**src/rtl/control_pipe.sv**
```systemverilog
// Pipelined ID-stage control unit: decodes IF/ID into a registered ID/EX control bundle,
// with load-use bubbling, flush squashing and a multi-cycle MUL occupancy FSM.
module control_pipe #(
  parameter int unsigned ALUOP_W    = 4,
  parameter int unsigned MUL_CYCLES = 3,
  parameter bit          ENABLE_MUL = 1'b1
) (
  input  logic               clk_i,
  input  logic               rst_i,
  input  logic [31:0]        instr_i,
  input  logic               valid_i,
  input  logic               flush_i,
  input  logic               ex_memread_i,
  input  logic [4:0]         ex_rd_i,
  output logic               stall_o,
  output logic               ex_valid_o,
  output logic [ALUOP_W-1:0] ex_aluop_o,
  output logic               ex_alusrc_o,
  output logic               ex_regwrite_o,
  output logic               ex_memtoreg_o,
  output logic               ex_memread_o,
  output logic               ex_memwrite_o,
  output logic               ex_branch_o,
  output logic               ex_mul_busy_o,
  output logic               illegal_o
);

  typedef enum logic [0:0] {StIdle, StBusy} state_e;

  typedef struct packed {
    logic       valid;
    logic [2:0] op;
    logic       alusrc;
    logic       regwrite;
    logic       memtoreg;
    logic       memread;
    logic       memwrite;
    logic       branch;
  } ctrl_t;

  localparam logic [3:0] CntInit = 4'(MUL_CYCLES - 1);

  state_e     state_q, state_d;
  logic [3:0] cnt_q, cnt_d;
  ctrl_t      ex_q, ex_d, dec;
  logic       illegal_q, illegal_d;
  logic       dec_illegal, dec_mul, use_rs1, use_rs2;
  logic       hazard, accept;

  logic [6:0] opcode;
  logic [2:0] funct3;
  logic [4:0] rs1, rs2;
  logic       unused_instr;

  assign opcode       = instr_i[6:0];
  assign funct3       = instr_i[14:12];
  assign rs1          = instr_i[19:15];
  assign rs2          = instr_i[24:20];
  assign unused_instr = ^{instr_i[31], instr_i[29:26], instr_i[11:7]};

  always_comb begin
    dec         = '0;
    dec_illegal = 1'b0;
    dec_mul     = 1'b0;
    use_rs1     = 1'b0;
    use_rs2     = 1'b0;
    case (opcode)
      7'b0110011: begin
        use_rs1      = 1'b1;
        use_rs2      = 1'b1;
        dec.valid    = 1'b1;
        dec.regwrite = 1'b1;
        if (instr_i[25]) begin
          if (ENABLE_MUL) begin
            dec.op  = 3'd3;
            dec_mul = 1'b1;
          end else begin
            dec_illegal = 1'b1;
          end
        end else if (funct3 == 3'b000 && instr_i[30]) begin
          dec.op = 3'd2;
        end else if (funct3 == 3'b101) begin
          dec.op = 3'd5;
        end else if (funct3 == 3'b010 || funct3 == 3'b011) begin
          dec_illegal = 1'b1;
        end else begin
          dec.op = funct3;
        end
      end
      7'b0010011: begin
        use_rs1      = 1'b1;
        dec.valid    = 1'b1;
        dec.alusrc   = 1'b1;
        dec.regwrite = 1'b1;
        dec.op       = funct3;
        dec_illegal  = (funct3 == 3'b010 || funct3 == 3'b011);
      end
      7'b0000011: begin
        use_rs1      = 1'b1;
        dec.valid    = 1'b1;
        dec.alusrc   = 1'b1;
        dec.regwrite = 1'b1;
        dec.memtoreg = 1'b1;
        dec.memread  = 1'b1;
      end
      7'b0100011: begin
        use_rs1      = 1'b1;
        use_rs2      = 1'b1;
        dec.valid    = 1'b1;
        dec.alusrc   = 1'b1;
        dec.memwrite = 1'b1;
      end
      7'b1100011: begin
        use_rs1    = 1'b1;
        use_rs2    = 1'b1;
        dec.valid  = 1'b1;
        dec.branch = 1'b1;
        dec.op     = 3'd2;
      end
      7'b0000000: ;
      default: dec_illegal = 1'b1;
    endcase
    // Illegal encodings still report their sources for hazard purposes, but issue a bubble.
    if (dec_illegal) begin
      dec     = '0;
      dec_mul = 1'b0;
    end
  end

  assign hazard = valid_i & ex_memread_i & (ex_rd_i != 5'd0) &
                  ((use_rs1 & (rs1 == ex_rd_i)) | (use_rs2 & (rs2 == ex_rd_i)));

  assign accept = (state_q == StIdle) & ~flush_i & ~hazard & valid_i;

  always_comb begin
    ex_d      = '0;
    illegal_d = illegal_q | (accept & dec_illegal);
    state_d   = state_q;
    cnt_d     = cnt_q;
    if (state_q == StBusy) begin
      ex_d = ex_q;
    end else if (accept) begin
      ex_d = dec;
    end
    case (state_q)
      StIdle: begin
        if (accept && dec_mul && MUL_CYCLES > 1) begin
          state_d = StBusy;
          cnt_d   = CntInit;
        end
      end
      StBusy: begin
        // Leaving BUSY still holds ID/EX for one more cycle, giving MUL_CYCLES of occupancy.
        if (cnt_q <= 4'd1) begin
          state_d = StIdle;
          cnt_d   = 4'd0;
        end else begin
          cnt_d = cnt_q - 4'd1;
        end
      end
      default: begin
        state_d = StIdle;
        cnt_d   = 4'd0;
      end
    endcase
  end

  always_ff @(posedge clk_i or negedge rst_i) begin
    if (!rst_i) begin
      state_q   <= StIdle;
      cnt_q     <= 4'd0;
      ex_q      <= '0;
      illegal_q <= 1'b0;
    end else begin
      state_q   <= state_d;
      cnt_q     <= cnt_d;
      ex_q      <= ex_d;
      illegal_q <= illegal_d;
    end
  end

  assign stall_o = ((state_q == StBusy) & (cnt_q != 4'd0)) |
                   (hazard & (state_q == StIdle) & ~flush_i);

  assign ex_valid_o    = ex_q.valid;
  assign ex_aluop_o    = ALUOP_W'(ex_q.op);
  assign ex_alusrc_o   = ex_q.alusrc;
  assign ex_regwrite_o = ex_q.regwrite;
  assign ex_memtoreg_o = ex_q.memtoreg;
  assign ex_memread_o  = ex_q.memread;
  assign ex_memwrite_o = ex_q.memwrite;
  assign ex_branch_o   = ex_q.branch;
  assign ex_mul_busy_o = (state_q == StBusy);
  assign illegal_o     = illegal_q;

endmodule

```
**config.mk**
```make
export PLATFORM = sky130hd
export DESIGN_NAME = control_pipe
export DESIGN_NICKNAME = d
export VERILOG_FILES = /design/src/rtl/control_pipe.sv
export SDC_FILE = /design/constraint.sdc
export NUM_CORES = 1
export LEC_CHECK = 0
export ABC_CLOCK_PERIOD_IN_PS = 2500
export BUFFER_PORTS_ARGS = -buffer_cell sky130_fd_sc_hd__buf_4
export CORE_MARGIN = 2
export CORE_UTILIZATION = 45
export DETAILED_ROUTE_END_ITERATION = 8
export HOLD_SLACK_MARGIN = 0.08
export PLACE_DENSITY = 0.79
export SLEW_MARGIN = 10
export SYNTH_ARGS = -nofsm -noshare
export SYNTH_HDL_FRONTEND = slang
export SYNTH_SLANG_ARGS = --single-unit
```
**constraint.sdc**
```tcl
create_clock -name clk_i -period 2.5 [get_ports clk_i]
set_input_delay 0.625 -clock clk_i [delete_from_list [all_inputs] [get_ports clk_i]]
set_output_delay 0.625 -clock clk_i [all_outputs]
set_load 0.02 [all_outputs]
```
==> results by group <==
Status
  – Status: finished, final reports clean

Critical path
  – Setup Crit Path Kind: in -> out
  – Crit-path slowest cell: a2111oi_4
  – CP Capture Type: primary output
  – Crit start category: primary input
  – Crit path largest cell delay: ~0.34 ns
  – CP Max Fanout: 2
  – CP arrival: roughly 1.8 ns
  – CP required: approximately 1.9 ns
  – Critical path cell sequence: buf_6, xor2_2, a2111oi_4, a22oi_2, nor3_2, o32a_1, buf_6
  – Most common cell on crit path: buf_6

Place
  – DP Area: 0.00149 mm²
  – Detailed Place HPWL: between 2000 and 2500 µm
  – IO buf count: 44
  – Worst slack, placed: -0.0474 ns
  – GP Congestion: roughly 0.88

Logic synthesis
  – Post-Synth Simple-Gate Area: 23.0%
  – Synth Area in XOR/XNOR: 7.95%
  – Adder-cell share of the synthesized area: under 10%
  – Mapped Avg Cell Area: 9.25 µm²
  – Post-synthesis sequential area ratio: about a third
  – Area leader, netlist: dfrtp_1
  – Post-synthesis mux area share: 0%
  – Post-synthesis compound-gate area fraction: between 20% and 30%
  – Seq cells post-synth: 15
  – Top cell type's share of synthesized area: about a third
  – Largest family of logic cells by synthesized area: compound AO/OA/AOI/OAI gates
  – Synthesized Nets: 164
  – Synth top area cells: dfrtp_1, xor2_1, nand2_1
  – Mapped Area: about 0.0011 mm²
  – Synthesis warning total: 0
  – Synth unique cells: 42
  – Post-Syn Instances: 119

STA
  – Final Max Slew Viols: 0
  – Worst Tran Pin Value: 0.653 ns
  – Final period utilization: 98.6%
  – Period minus WS final: 2.46 ns
  – Setup Total Neg Slack: 0 ns
  – Skew final: 0.00280 ns
  – Final setup fails: 0
  – RSZ-0062 raised after global routing: yes
  – Final hold vios: 0
  – Max Fclk: around 410 MHz
  – Min Hold Slack: between 0.15 and 0.2 ns
  – PnR worst setup slack: around 0.036 ns
  – Rel. slew slack: a little under three fifths

Global route
  – First-pass GRT wire length: ~4800 µm
  – Largest net degree at the start of global routing: 17
  – Antenna violations before repair: 0
  – GRT overflow: 0
  – Vias in the first global route: roughly 1.1k
  – Gr usage total: between 20% and 30%

CTS
  – CTS tree: done
  – Clock buffer depth: 2
  – Depth of the CTS H-tree: 1
  – Root Buffer: clkbuf_4
  – Clock transition at the registers of the reported paths: ~0.09 ns
  – CTS Buf Count: 3
  – Worst-Skew Late Latency: between 0.2 and 0.3 ns
  – CTS Sinks: 15

Die
  – Die area: roughly 0.0029 mm²
  – Site row count: 17
  – Starting Density: 48.8%
  – Die H: between 50 and 60 µm
  – CORE AREA: 0.00225 mm²
  – Ports: 56
  – Die Wd: around 53 µm

Power and ir drop
  – Pwr dens: approximately 320 mW/mm²
  – Worst VDD drop: around 0.23 mV
  – Power Total: roughly 0.51 mW
  – P_leak: 0.734 nW

Drt
  – Post-route ant nets: 0
  – Drt drc: 0
  – Drt wl/cell: 14.5 µm
  – DR vias: ~1.1k
  – DR pass1 iterations: 4
  – WL final: ~2900 µm
  – Vias/cell: between 5 and 6
  – DRT iter0 DRCs: 30

Cells and area
  – Final Cell Area: 0.00158 mm²
  – Final nets: around 220
  – Most common cell after layout, fill and taps aside: buf_4
  – Area Overhead vs Synth: 43.1%
  – Number of diodes: 0
  – Share of cells above drive strength 1: between 40 and 50%
  – Commonest cells after routing, fill and taps aside: buf_4, nand2_1, dfrtp_1

Job
  – Max-Cap Viols: 0

Hold path
  – Min-delay worst type: in -> async
[layout make-up]
class                      count  area, µm²
clock buffer                   4       26.3
fill                         192        679
inverter                       5       18.8
multi-input combinational     94        718
sequential                    15        375
tap                           28       35.0
timing repair buffer          51        402
[path summary, 6_finish.rpt]
path	from	to	slack, ns	cells past startpoint
max	instr_i[19]	stall_o	0.04	7
min	rst_i	ex_alusrc_o$_DFFE_PN0N_	0.18	1
max reg2reg	ex_mul_busy_o$_DFF_PN0_	ex_branch_o$_DFFE_PN0N_	0.80	3
min reg2reg	illegal_o$_DFF_PN0_	illegal_o$_DFF_PN0_	0.49	1
max in group asynchronous	rst_i	illegal_o$_DFF_PN0_	2.14	1
min in group clk_i	illegal_o$_DFF_PN0_	illegal_o$_DFF_PN0_	0.49	1
[report_power, final]
group          internal, mW  switching [mW]
clock network        0.0620          0.0810
logic                0.0626          0.0608
registers             0.244        0.000846
[registers in the layout, summed over array words and instances, names as in the netlist]
name / flops
ex_aluop_o: 3
ex_memwrite_o: 1
ex_branch_o: 1
ex_mul_busy_o: 1
cnt_q: 4
ex_memtoreg_o: 1
illegal_o: 1
ex_valid_o: 1
ex_alusrc_o: 1
ex_regwrite_o: 1
[worst max-delay path: cells and delay by family]
family | cells | cell delay (ns)
buf+inv | 2 | 0.23
compound gates | 3 | 0.63
simple gates | 1 | 0.17
xor+xnor | 1 | 0.17
[synthesized netlist by cell type, drive strengths merged]
cell and number:
nand2b 3, nor2 9, o32a 1, nor4b 1, a2111o 1, nand4bb 1
nor4 2, o31ai 4, o21ai 9, o221ai 2, nor3b 1, a22oi 1
a21oi 5, nor2b 1, nand3b 1, nand2 18, a211o 1, nor3 2
a2111oi 1, conb 1, nand3 2, o211ai 1, or4 2, clkbuf 2
xor2 10, ha 3, or3 2, dfrtp 15, buf 3, inv 5
or2 1, a31o 3, o41ai 3, a211oi 1, or3b 1
[cell families after synthesis]
| kind of cell | Yosys count |
|---|---|
| buf+inv | 10 |
| fa+ha+maj | 3 |
| xor+xnor | 10 |
| flops | 15 |
| other cells | 1 |
| compound gates | 33 |
| simple gates | 47 |
[metrics by stage]
stage | cells | utilization, %
2_1_floorplan | 119 | -
3_3_place_gp | 193 | 66.1
3_5_place_dp | 193 | 66.1
4_1_cts | 197 | 69.2
5_1_grt | 197 | 69.9
6_report | 197 | 69.9
[metal layers]
metal  routed length [µm]  vias to the layer above  GRT usage (%)
met5                    0                        -              0
met4                   43                        0           10.3
met3                  182                        4          0.847
met2                 1430                       68           39.1
met1                 1200                      513           29.9
li1                     -                      529              -
[timing repair]
| action | in CTS | in global routing |
|---|---|---|
| hold buffers | 0 | 0 |
| endpoints found under the setup margin | 1 | 1 |
| pin swaps | 5 | 6 |
| resized for setup | 7 | 3 |
| setup buffers | 0 | 0 |
Note: power is estimated with default switching activity, not from simulation.
